==> src/rtl/trap_seq.sv <==
// Prioritised, vectored trap sequencer: exception > swint > irq[0..N-1], pushes return state and loads PC.
// Optional TRAP_PUSH_STATUS_EN adds a PUSH_ST state so the return frame becomes {STATUS, PC}.
package trap_seq_pkg;
  typedef enum logic [2:0] {ALU_NOP = 3'd0, ALU_PASSA = 3'd1, ALU_ADD = 3'd2, ALU_SUB = 3'd3} alu_op_e;
  typedef enum logic [2:0] {REG_NONE = 3'd0, REG_PC = 3'd1, REG_SP = 3'd2, REG_STATUS = 3'd3} reg_e;
  typedef enum logic {MODE_USER = 1'b0, MODE_SUPERVISOR = 1'b1} cpu_mode_e;
endpackage

module trap_seq
  import trap_seq_pkg::*;
#(
  parameter int                 NUM_IRQ  = 8,
  parameter logic [NUM_IRQ-1:0] IRQ_EDGE = '0,
  parameter logic [31:0]        VEC_BASE = 32'h10,
  localparam int                CAUSE_W  = $clog2(NUM_IRQ + 2)
) (
  input  logic               clk,
  input  logic               rst,
  input  logic [NUM_IRQ-1:0] irq,
  input  logic [NUM_IRQ-1:0] irq_en,
  input  logic               imask,
  input  logic               except_req,
  input  logic               swint_req,
  input  logic               take,
  output logic               req,
  output logic               busy,
  output logic               done,
  output logic [CAUSE_W-1:0] cause,
  output logic [31:0]        vec,
  output logic               oe_vec,
  output logic               mem_wr,
  output logic               pre_dec_sp,
  output logic               oe_alu,
  output logic               ld_reg,
  output logic               ld_imask,
  output logic               imask_in,
  output logic               ld_mode,
  output alu_op_e            alu_op,
  output reg_e               sel_a_reg,
  output reg_e               sel_b_reg,
  output reg_e               sel_in_reg,
  output cpu_mode_e          mode_in
);

  typedef enum logic [1:0] {
    S_IDLE     = 2'd0,
    S_PUSH_PC  = 2'd1,
    S_LOAD_VEC = 2'd2
`ifdef TRAP_PUSH_STATUS_EN
    , S_PUSH_ST = 2'd3
`endif
  } state_e;

  state_e               state, state_nxt;
  logic                 except_p, sw_p;
  logic [NUM_IRQ-1:0]   line_pend, elig;
  logic                 any_pend, take_go;
  logic [CAUSE_W-1:0]   win_cause, cause_q;

  // Edge lines latch until taken (a fresh edge beats the clear); level lines follow irq directly.
  for (genvar gi = 0; gi < NUM_IRQ; gi++) begin : g_line
    if (IRQ_EDGE[gi]) begin : g_edge
      logic prev, pend, clr;
      assign clr = take_go & ~except_p & ~sw_p & (win_cause == CAUSE_W'(gi + 2));
      always_ff @(posedge clk or posedge rst) begin
        if (rst) begin
          prev <= 1'b0;
          pend <= 1'b0;
        end else begin
          prev <= irq[gi];
          pend <= (irq[gi] & ~prev) | (pend & ~clr);
        end
      end
      assign line_pend[gi] = pend;
    end else begin : g_level
      assign line_pend[gi] = irq[gi];
    end
  end

  assign elig = line_pend & irq_en & {NUM_IRQ{imask}};

  always_comb begin
    any_pend  = except_p | sw_p | (|elig);
    win_cause = '0;
    if (except_p) begin
      win_cause = '0;
    end else if (sw_p) begin
      win_cause = CAUSE_W'(1);
    end else begin
      for (int i = NUM_IRQ - 1; i >= 0; i--) begin
        if (elig[i]) win_cause = CAUSE_W'(i + 2);
      end
    end
  end

  assign take_go = (state == S_IDLE) & take & any_pend;
  assign req     = (state == S_IDLE) & any_pend;
  assign busy    = (state != S_IDLE);
  assign cause   = cause_q;
  assign vec     = VEC_BASE + {{(32 - CAUSE_W){1'b0}}, cause_q};

  always_ff @(posedge clk or posedge rst) begin
    if (rst) begin
      except_p <= 1'b0;
      sw_p     <= 1'b0;
      cause_q  <= '0;
    end else begin
      except_p <= except_req | (except_p & ~take_go);
      sw_p     <= swint_req | (sw_p & ~(take_go & ~except_p));
      if (take_go) cause_q <= win_cause;
    end
  end

  always_ff @(posedge clk or posedge rst) begin
    if (rst) state <= S_IDLE;
    else     state <= state_nxt;
  end

  always_comb begin
    state_nxt = state;
    case (state)
      S_IDLE:     if (take_go) state_nxt = S_PUSH_PC;
`ifdef TRAP_PUSH_STATUS_EN
      S_PUSH_PC:  state_nxt = S_PUSH_ST;
      S_PUSH_ST:  state_nxt = S_LOAD_VEC;
`else
      S_PUSH_PC:  state_nxt = S_LOAD_VEC;
`endif
      S_LOAD_VEC: state_nxt = S_IDLE;
      default:    state_nxt = S_IDLE;
    endcase
  end

  always_comb begin
    done       = 1'b0;
    oe_vec     = 1'b0;
    mem_wr     = 1'b0;
    pre_dec_sp = 1'b0;
    oe_alu     = 1'b0;
    ld_reg     = 1'b0;
    ld_imask   = 1'b0;
    imask_in   = 1'b0;
    ld_mode    = 1'b0;
    alu_op     = ALU_NOP;
    sel_a_reg  = REG_NONE;
    sel_b_reg  = REG_NONE;
    sel_in_reg = REG_NONE;
    mode_in    = MODE_USER;
    case (state)
      S_PUSH_PC: begin
        pre_dec_sp = 1'b1;
        mem_wr     = 1'b1;
        sel_a_reg  = REG_PC;
        sel_b_reg  = REG_SP;
      end
`ifdef TRAP_PUSH_STATUS_EN
      S_PUSH_ST: begin
        pre_dec_sp = 1'b1;
        mem_wr     = 1'b1;
        sel_a_reg  = REG_STATUS;
        sel_b_reg  = REG_SP;
      end
`endif
      S_LOAD_VEC: begin
        oe_vec     = 1'b1;
        alu_op     = ALU_PASSA;
        oe_alu     = 1'b1;
        sel_in_reg = REG_PC;
        ld_reg     = 1'b1;
        mode_in    = MODE_SUPERVISOR;
        ld_mode    = 1'b1;
        done       = 1'b1;
        // Exceptions keep the current interrupt mask.
        ld_imask   = (cause_q != '0);
      end
      default: ;
    endcase
  end

endmodule

==> config.mk <==
export PLATFORM = sky130hd
export DESIGN_NAME = trap_seq
export DESIGN_NICKNAME = d
export VERILOG_FILES = /design/src/rtl/trap_seq.sv
export SDC_FILE = /design/constraint.sdc
export NUM_CORES = 1
export LEC_CHECK = 0
export ABC_AREA = 1
export BUFFER_PORTS_ARGS = -buffer_cell sky130_fd_sc_hd__buf_4
export CAP_MARGIN = 20
export CORE_MARGIN = 3
export CORE_UTILIZATION = 41
export DETAILED_ROUTE_END_ITERATION = 16
export PLACE_DENSITY = 0.85
export SYNTH_ARGS = -nofsm -noshare
export SYNTH_HDL_FRONTEND = slang
export SYNTH_SLANG_ARGS = --single-unit
==> constraint.sdc <==
create_clock -name clk -period 3.07 [get_ports clk]
set_input_delay 0.307 -clock clk [delete_from_list [all_inputs] [get_ports clk]]
set_output_delay 0.307 -clock clk [all_outputs]
set_load 0.01 [all_outputs]
* Word level (Yosys, flattened, before mapping)
Index checks and enable logic that the tools add are counted.
** Storage, ports and cells
- Logic and storage cells :: 45
- Output and inout port bits :: 60
- Register bits :: 8
- Input port bits :: 22
** Operators by class
- Mux-type cells :: 18
- Bitwise logic cells :: 15
- Add/subtract/negate cells :: 1
- Reductions and logical operators :: 4
- Eq/ne operators :: 3
** Operators with widths (number)
- two-way mux 4 bit :: 10
- AND 8 bit :: 2
- OR reduction 8 bit :: 1
- adder 5 x 4 -> 6 bit (first input constant) :: 1
- AND 1 bit :: 6
- two-way mux 1 bit :: 5
- two-way mux 2 bit :: 2
- OR 1 bit :: 4
- case mux 2 bit (2 select lines) :: 1
- nonzero test 4 bit :: 1
- NOT 1 bit :: 3
- == test 2 x 1 -> 1 bit (second input constant) :: 1
- == test 2 bit (second input constant) :: 1
- logical NOT 2 bit :: 1
- != test 2 bit (second input constant) :: 1
- nonzero test 2 bit :: 1

* Longest topological paths before layout
Gate-level depths: netlist (run 1).
- Word-level depth :: 12
- Depth in mapped cells :: 13

* Least setup slack after synthesis (run 1)
OpenSTA, ideal clock, no wires.
- Path kind :: flip-flop to output port
- From :: reg state[1]
- To :: out alu_op[0]
- Arrival :: 990 ps
- Stages on the path, launching flop included :: 4
- Setup slack :: 1773 ps
- Required time :: 2763 ps
- Cell sequence :: dfrtp_1 > inv_2 > nor2_1 > buf_4
** On the way
- Cells in the longest elaborated chain, start to end :: 2
** RTL lines
- start: declaration :: RTL line 54 : state_e state, state_nxt;
- start signal: assignment :: RTL line 116 : else state <= state_nxt;
- == test 2 bit :: RTL line 149 : case (state)
- two-way mux 1 bit :: RTL line 149
- end: declaration :: RTL line 38 : output alu_op_e alu_op,
Every way passes these cells.

* Worst setup path in the final report (run 1)
- From :: reg except_p
- To :: out req
** On the way
- Cells in the longest elaborated chain, start to end :: 3
** RTL lines
- start: declaration :: RTL line 55 : logic except_p, sw_p;
- start signal: assignment :: RTL line 108 : except_p <= except_req | (except_p & ~take_go);
- OR 1 bit (2 in a row) :: RTL line 83 : any_pend = except_p | sw_p | (|elig);
- AND 1 bit :: RTL line 97 : assign req = (state == S_IDLE) & any_pend;
- end: declaration :: RTL line 25 : output logic req,
Every way passes these cells.

==> results of run 1 <==
stage by stage:
step                      hold WS (ps)  setup WS [ps]  power, mW
after detailed placement         265.9           1626     0.3396
after global routing             3.457           1274     0.4514
after floorplan                  122.7           1773     0.3137
after global placement           268.7           1642     0.3366
final                           -2.109           1385     0.4108
after CTS                       0.6568           1358     0.4168
cell type report:
class / instances / area, um2 / area share [%]
inverters: 9 / 36.28 / 3.281
multi-input cells: 86 / 481.7 / 43.55
well taps: 28 / 35.03 / 3.167
clock buffers: 3 / 22.52 / 2.036
flip-flops and latches: 8 / 200.2 / 18.10
repair buffers: 44 / 330.3 / 29.86
final timing paths:
path	slack (ps)	end	startpoint
worst max-delay path	1390	req	except_p$_DFF_PP0_
worst min-delay path	-2	cause[2]$_DFFE_PP0P_	rst
worst max register to register	1810	cause[3]$_DFFE_PP0P_	except_p$_DFF_PP0_
worst min register to register	460	state[1]$_DFFE_PP0P_	state[1]$_DFFE_PP0P_
max in group asynchronous	2850	except_p$_DFF_PP0_	rst
min in group clk	260	except_p$_DFF_PP0_	except_req
worst register-to-register path: stages, from the launching register on:
cell and delay [ps]:
dfrtp_1 400, inv_1 90, nand2_1 110, nor2_4 160, nand3b_4 120, nand2_8 100
inv_4 50, nor2_4 70, a21oi_2 30
power breakdown:
part | total, mW | switching (mW) | leakage, nW | internal [mW]
registers | 0.133 | 0.0143 | 0.0982 | 0.118
logic | 0.203 | 0.109 | 0.530 | 0.0941
clock network | 0.0749 | 0.0306 | 0.0138 | 0.0444
metal layers:
layer | global-route usage [%] | routed length, um | up-vias
li1 | - | - | 348
met1 | 11.02 | 518 | 306
met2 | 17.91 | 779 | 47
met3 | 5.362 | 265 | 0
met4 | 2.429 | 0 | 0
met5 | 0 | 0 | -
Yosys cell counts:
cell / instances / share of area, %
a21oi_2: 1 / 0.89
o31ai_2: 1 / 1.3
nand3_1: 2 / 1.0
o21ai_1: 2 / 1.0
nor2_4: 5 / 5.7
nand3_2: 6 / 6.1
nor2_1: 4 / 1.5
conb_1: 2 / 0.77
inv_1: 6 / 2.3
nand2_8: 1 / 2.0
nor4_1: 1 / 0.64
inv_2: 2 / 0.77
nor3_1: 1 / 0.51
nand3b_4: 1 / 2.0
buf_4: 51 / 39
dfrtp_1: 8 / 20
buf_6: 1 / 1.1
o21ai_0: 1 / 0.51
o21bai_2: 2 / 2.3
a31oi_1: 1 / 0.64
inv_4: 1 / 0.64
nand2_1: 16 / 6.1
nand2_2: 4 / 2.6
flip-flops by register name (all words and copies together), names as in the netlist:
| name | cells |
|---|---|
| sw_p | 1 |
| state | 2 |
| cause | 4 |
| except_p | 1 |
cell families after synthesis:
kind of cell | count (synthesis) | synth area share (%)
compound gates | 8 | 6.632
buf+inv | 61 | 43.88
flops | 8 | 20.41
other cells | 2 | 0.7656
simple gates | 41 | 28.32
==> run metrics, run 1 <==
status finished, violations left; violated checks negative hold slack; total global routing overflow 0; Seq/Total Area, Yosys 20.41%; gpl congestion 0.7318; DIE AREA 3016 um2; number of remaining DRC errors 0; fin util 49.52%; TritonCTS buffer count 3; final instance area 1106 um2; max_cap viols 0; Critical Path Fanout Max 3; area grow syn2layout 12.75%; CP most frequent cell inv_1; largest delay contributor family on the critical path simple AND/OR/NAND/NOR gates; crit path kind reg -> out; maximum root-to-sink buffer count 2; layout cell share with drive strength beyond 1 47.33%; clock sink count 8; most common cell after layout, fill and taps aside buf_4; distinct cell type count after synthesis 23; Min-Delay Path Class in -> async; CTS H-tree depth 1; max incr delay on CP 400 ps; Final nets 174; DRT antenna net count 0; R2R cell count 8; placed cells 175; postcts setup bufs 0; Final Cycle Share 54.88%; Leak 0.6421 nW; min cycle time layout 1685 ps; Die Span Y 54.92 um; post-DP HPWL 1464 um; CP bufs+invs 3; FMAX 593.6 MHz; io pins 82; DRT Pass-1 Iters 3; worst hold slack -2.109 ps; startpoint types register; Mapped Area 980.9 um2; cts repair resizes 0; root buffer cell clkbuf_4; Critical-path top delay cell dfrtp_1; TNS Setup 0 ps; power density over the cells 371.4 nW/um2; Initial Util 43.92%; Setup Skew 1.718 ps; area of placed instances 1084 um2; Critical Path Stages 7; vias in the first global route 552; clock latency on the worst-skew pair 240 ps; CP required 2760 ps; # rows 17; die width 54.92 um; Hold Fails Final Rpt 4; First DRT Iteration DRCs 2; WP data arrival 1380 ps; n_diodes 0; area of the core 2233 um2; FILL cells 229; Avg Cell Area, Syn 8.175 um2; Ys Warns 0; Final Max Tran Viols 0; VDD IR-drop max 0.2236 mV; I/O Buffers 44; Vias/cell 3.938; routed vias 701; RSZ-0062 raised after global routing no; Crit. End Element output pin; Hold Buf Count CTS 0; WL final 1563 um; WL/cell 8.781 um; CP Cell Sequence inv_1, nand2_1, nor2_4, nand3b_4, nand3_1, inv_1, buf_4; largest net degree at the start of global routing 9; initial antenna violation count 0; commonest non-fill, non-tap cells in the layout buf_4, conb_1, nand2_1; Clk pin slew, worst setup/hold paths 50 ps; first-pass GRT wire length 2214 um; GRT Total Usage 10.31%; fin cells 178; CTS tree done; cells after synthesis 120; FF+latch count, synth 8; setup violators final 0
Power figures use the tool's default switching activity.
==> run 2: changes to the inputs <==
Settings changed: CORE_UTILIZATION 41 to 38, PLACE_DENSITY 0.85 to 0.79.
Clock period 3.07 ns to 1.6 ns, I/O delays scaled along.
==> run 2 against run 1 <==
Effect of this change: the run now ends clean; largest power group unchanged; first-iteration DRC count increased to 3.5 times the previous value; global-route usage about the same; combinational power increased by 96%; clock-buffer cell count unchanged; clock power increased by 92%; design area increased by 1.1%; via count increased by 3.3%; flip-flop and latch count unchanged; sequential share of layout area decreased by 0.20 points; utilization decreased by 1.3 points; non-clock buffer count increased by 1; largest cell class unchanged; highest routed layer is now met4.
==> run metrics, run 2 (same netlist as run 1, synthesis figures left out) <==
Clk network pwr share 18.1% (was 18.2%); setup violators final 0 (unchanged); GRT busiest layer met2 (unchanged); Switch Pwr 0.3032 mW (was 0.1538 mW); TNS Setup 0 ps (unchanged); first-pass GRT wire length 2594 um (was 2214 um); final setup margin 118.5 ps (was 1385 ps); routed vias 724 (was 701); Final Max Tran Viols 0 (unchanged); WP data arrival 1320 ps (was 1380 ps); largest net degree at the start of global routing 9 (unchanged); # rows 17 (unchanged); startpoint types register (unchanged); Critical Path Fanout Max 3 (unchanged); Reg area 200.2 um2 (unchanged); layout cell share with drive strength beyond 1 48.34% (was 47.33%); CP Cell Sequence inv_2, nand2_2, nor2_4, nand3b_4, nand3_1, inv_1, buf_4 (was inv_1, nand2_1, nor2_4, nand3b_4, nand3_1, inv_1, buf_4); TritonCTS buffer count 3 (unchanged); Power, Total 0.7982 mW (was 0.4108 mW); maximum root-to-sink buffer count 2 (unchanged); Critical-path top delay cell dfrtp_1 (unchanged); WL/cell 9.821 um (was 8.781 um); Final Cycle Share 92.60%; vias in the first global route 608 (was 552); crit path kind reg -> out (unchanged); FMAX 675.0 MHz; RSZ-0062 raised after global routing no (unchanged); Largest register FFs 4 (unchanged); Final nets 175 (was 174); DIE AREA 3227 um2 (was 3016 um2); DRT Pass-1 Iters 3 (unchanged); max_cap viols 0 (unchanged); CTS tree done (unchanged); status finished, final reports clean (was finished, violations left); Die Span Y 56.81 um (was 54.92 um); GRT met2 Usage 19.14% (was 17.91%); initial antenna violation count 0 (unchanged); Seq pwr share 32.2% (was 32.3%); Clk pin slew, worst setup/hold paths 50 ps (about the same); worst slack, placed 298.1 ps (was 1626 ps); gpl congestion 0.7676 (was 0.7318); met1 usage 10.50% (was 11.02%); Hold Fails Final Rpt 0 (was 4); Vias/cell 4.045 (was 3.938); largest delay contributor family on the critical path simple AND/OR/NAND/NOR gates (unchanged); VDD IR-drop max 0.4258 mV (was 0.2236 mV); First DRT Iteration DRCs 7 (was 2); grt met3 use 5.057% (was 5.362%); Setup Skew 0.4746 ps (was 1.718 ps); Leak 0.6464 nW (was 0.6421 nW); CTS H-tree depth 1 (unchanged); most common cell after layout, fill and taps aside buf_4 (unchanged); postcts setup bufs 0 (unchanged); DRT antenna net count 0 (unchanged); I/O Buffers 44 (unchanged); fin cells 179 (was 178); switch share 37.99% (was 37.45%); FILL cells 223 (was 229); multi-input logic area 484.2 um2 (was 481.7 um2); clock sink count 8 (unchanged); total global routing overflow 0 (unchanged); Min-Delay Path Class in -> reg (was in -> async); min cycle time layout 1482 ps; Initial Util 42.31% (was 43.92%); n_diodes 0 (unchanged); GRT Total Usage 10.36% (was 10.31%); area grow syn2layout 14.03% (was 12.75%); post-DP HPWL 1567 um (was 1464 um); CP required 1440 ps (was 2760 ps); die width 56.81 um (was 54.92 um); power density over the cells 713.6 nW/um2 (was 371.4 nW/um2); io pins 82 (unchanged); worst hold slack 109.7 ps (was -2.109 ps); Crit. End Element output pin (unchanged); CP bufs+invs 3 (unchanged); WL final 1758 um (was 1563 um); root buffer cell clkbuf_4 (unchanged); P_int 0.4950 mW (was 0.2570 mW); commonest non-fill, non-tap cells in the layout buf_4, conb_1, nand2_1 (unchanged); placed cells 175 (unchanged); max incr delay on CP 410 ps (was 400 ps); area of the core 2318 um2 (was 2233 um2); number of remaining DRC errors 0 (unchanged); Gate power share 49.7% (was 49.4%); clock latency on the worst-skew pair 240 ps (about the same)
-- run 2: cell types whose count changed in the layout (fill, tap and decap cells not counted) --
cell           before  now
dlygate4sd3_1       0    1
inv_1               6    5
nand2_1            16   15
inv_2               2    3
nand2_2             4    5
-- run 2: timing repair --
action,4_1_cts,5_1_grt
setup endpoints to repair,0,1
endpoints found under the hold margin,8,0
gates resized for setup,0,2
hold buffers,1,0
-- run 2: cell type report --
type                       count  area share [%]
timing repair buffer          45           30.43
tap                           28           3.132
inverter                       9           3.244
sequential                     8           17.90
multi-input combinational     86           43.29
clock buffer                   3           2.013
-- run 2: power by group through the flow --
| stage | Clock, mW | Combinational, mW | Sequential, mW |
|---|---|---|---|
| CTS | 0.152 | 0.398 | 0.256 |
| floorplan | 0 | 0.342 | 0.260 |
| global placement | 0 | 0.390 | 0.257 |
| global route | 0.174 | 0.431 | 0.260 |
| detailed placement | 0 | 0.395 | 0.260 |
| finish | 0.144 | 0.397 | 0.257 |
-- run 2: path summary, 6_finish.rpt --
check                           slack [ps]  depth (start not counted)                    to                  from
worst min-delay path                   110                          2        sw_p$_DFF_PP0_             swint_req
min in group asynchronous              430                          3  cause[0]$_DFFE_PP0P_                   rst
worst min register to register         470                          1  state[1]$_DFFE_PP0P_  state[1]$_DFFE_PP0P_
worst max-delay path                   120                          7                   req    except_p$_DFF_PP0_
max in group asynchronous              950                          3  state[1]$_DFFE_PP0P_                   rst
worst max register to register         400                          8  cause[3]$_DFFE_PP0P_    except_p$_DFF_PP0_
-- run 2: per-stage QoR --
| step | util, % | cell area [um2] |
|---|---|---|
| 2_1_floorplan | - | 1112 |
| 3_3_place_gp | 46.74 | 1084 |
| 3_5_place_dp | 46.74 | 1084 |
| 4_1_cts | 48.14 | 1116 |
| 5_1_grt | 48.25 | 1119 |
| 6_report | 48.25 | 1119 |
-- run 2: routing by layer --
metal | share of wire, % | wire length, um
met1 | 31 | 541
met2 | 51 | 897
met4 | 0.34 | 6
met5 | 0 | 0
met3 | 18 | 312
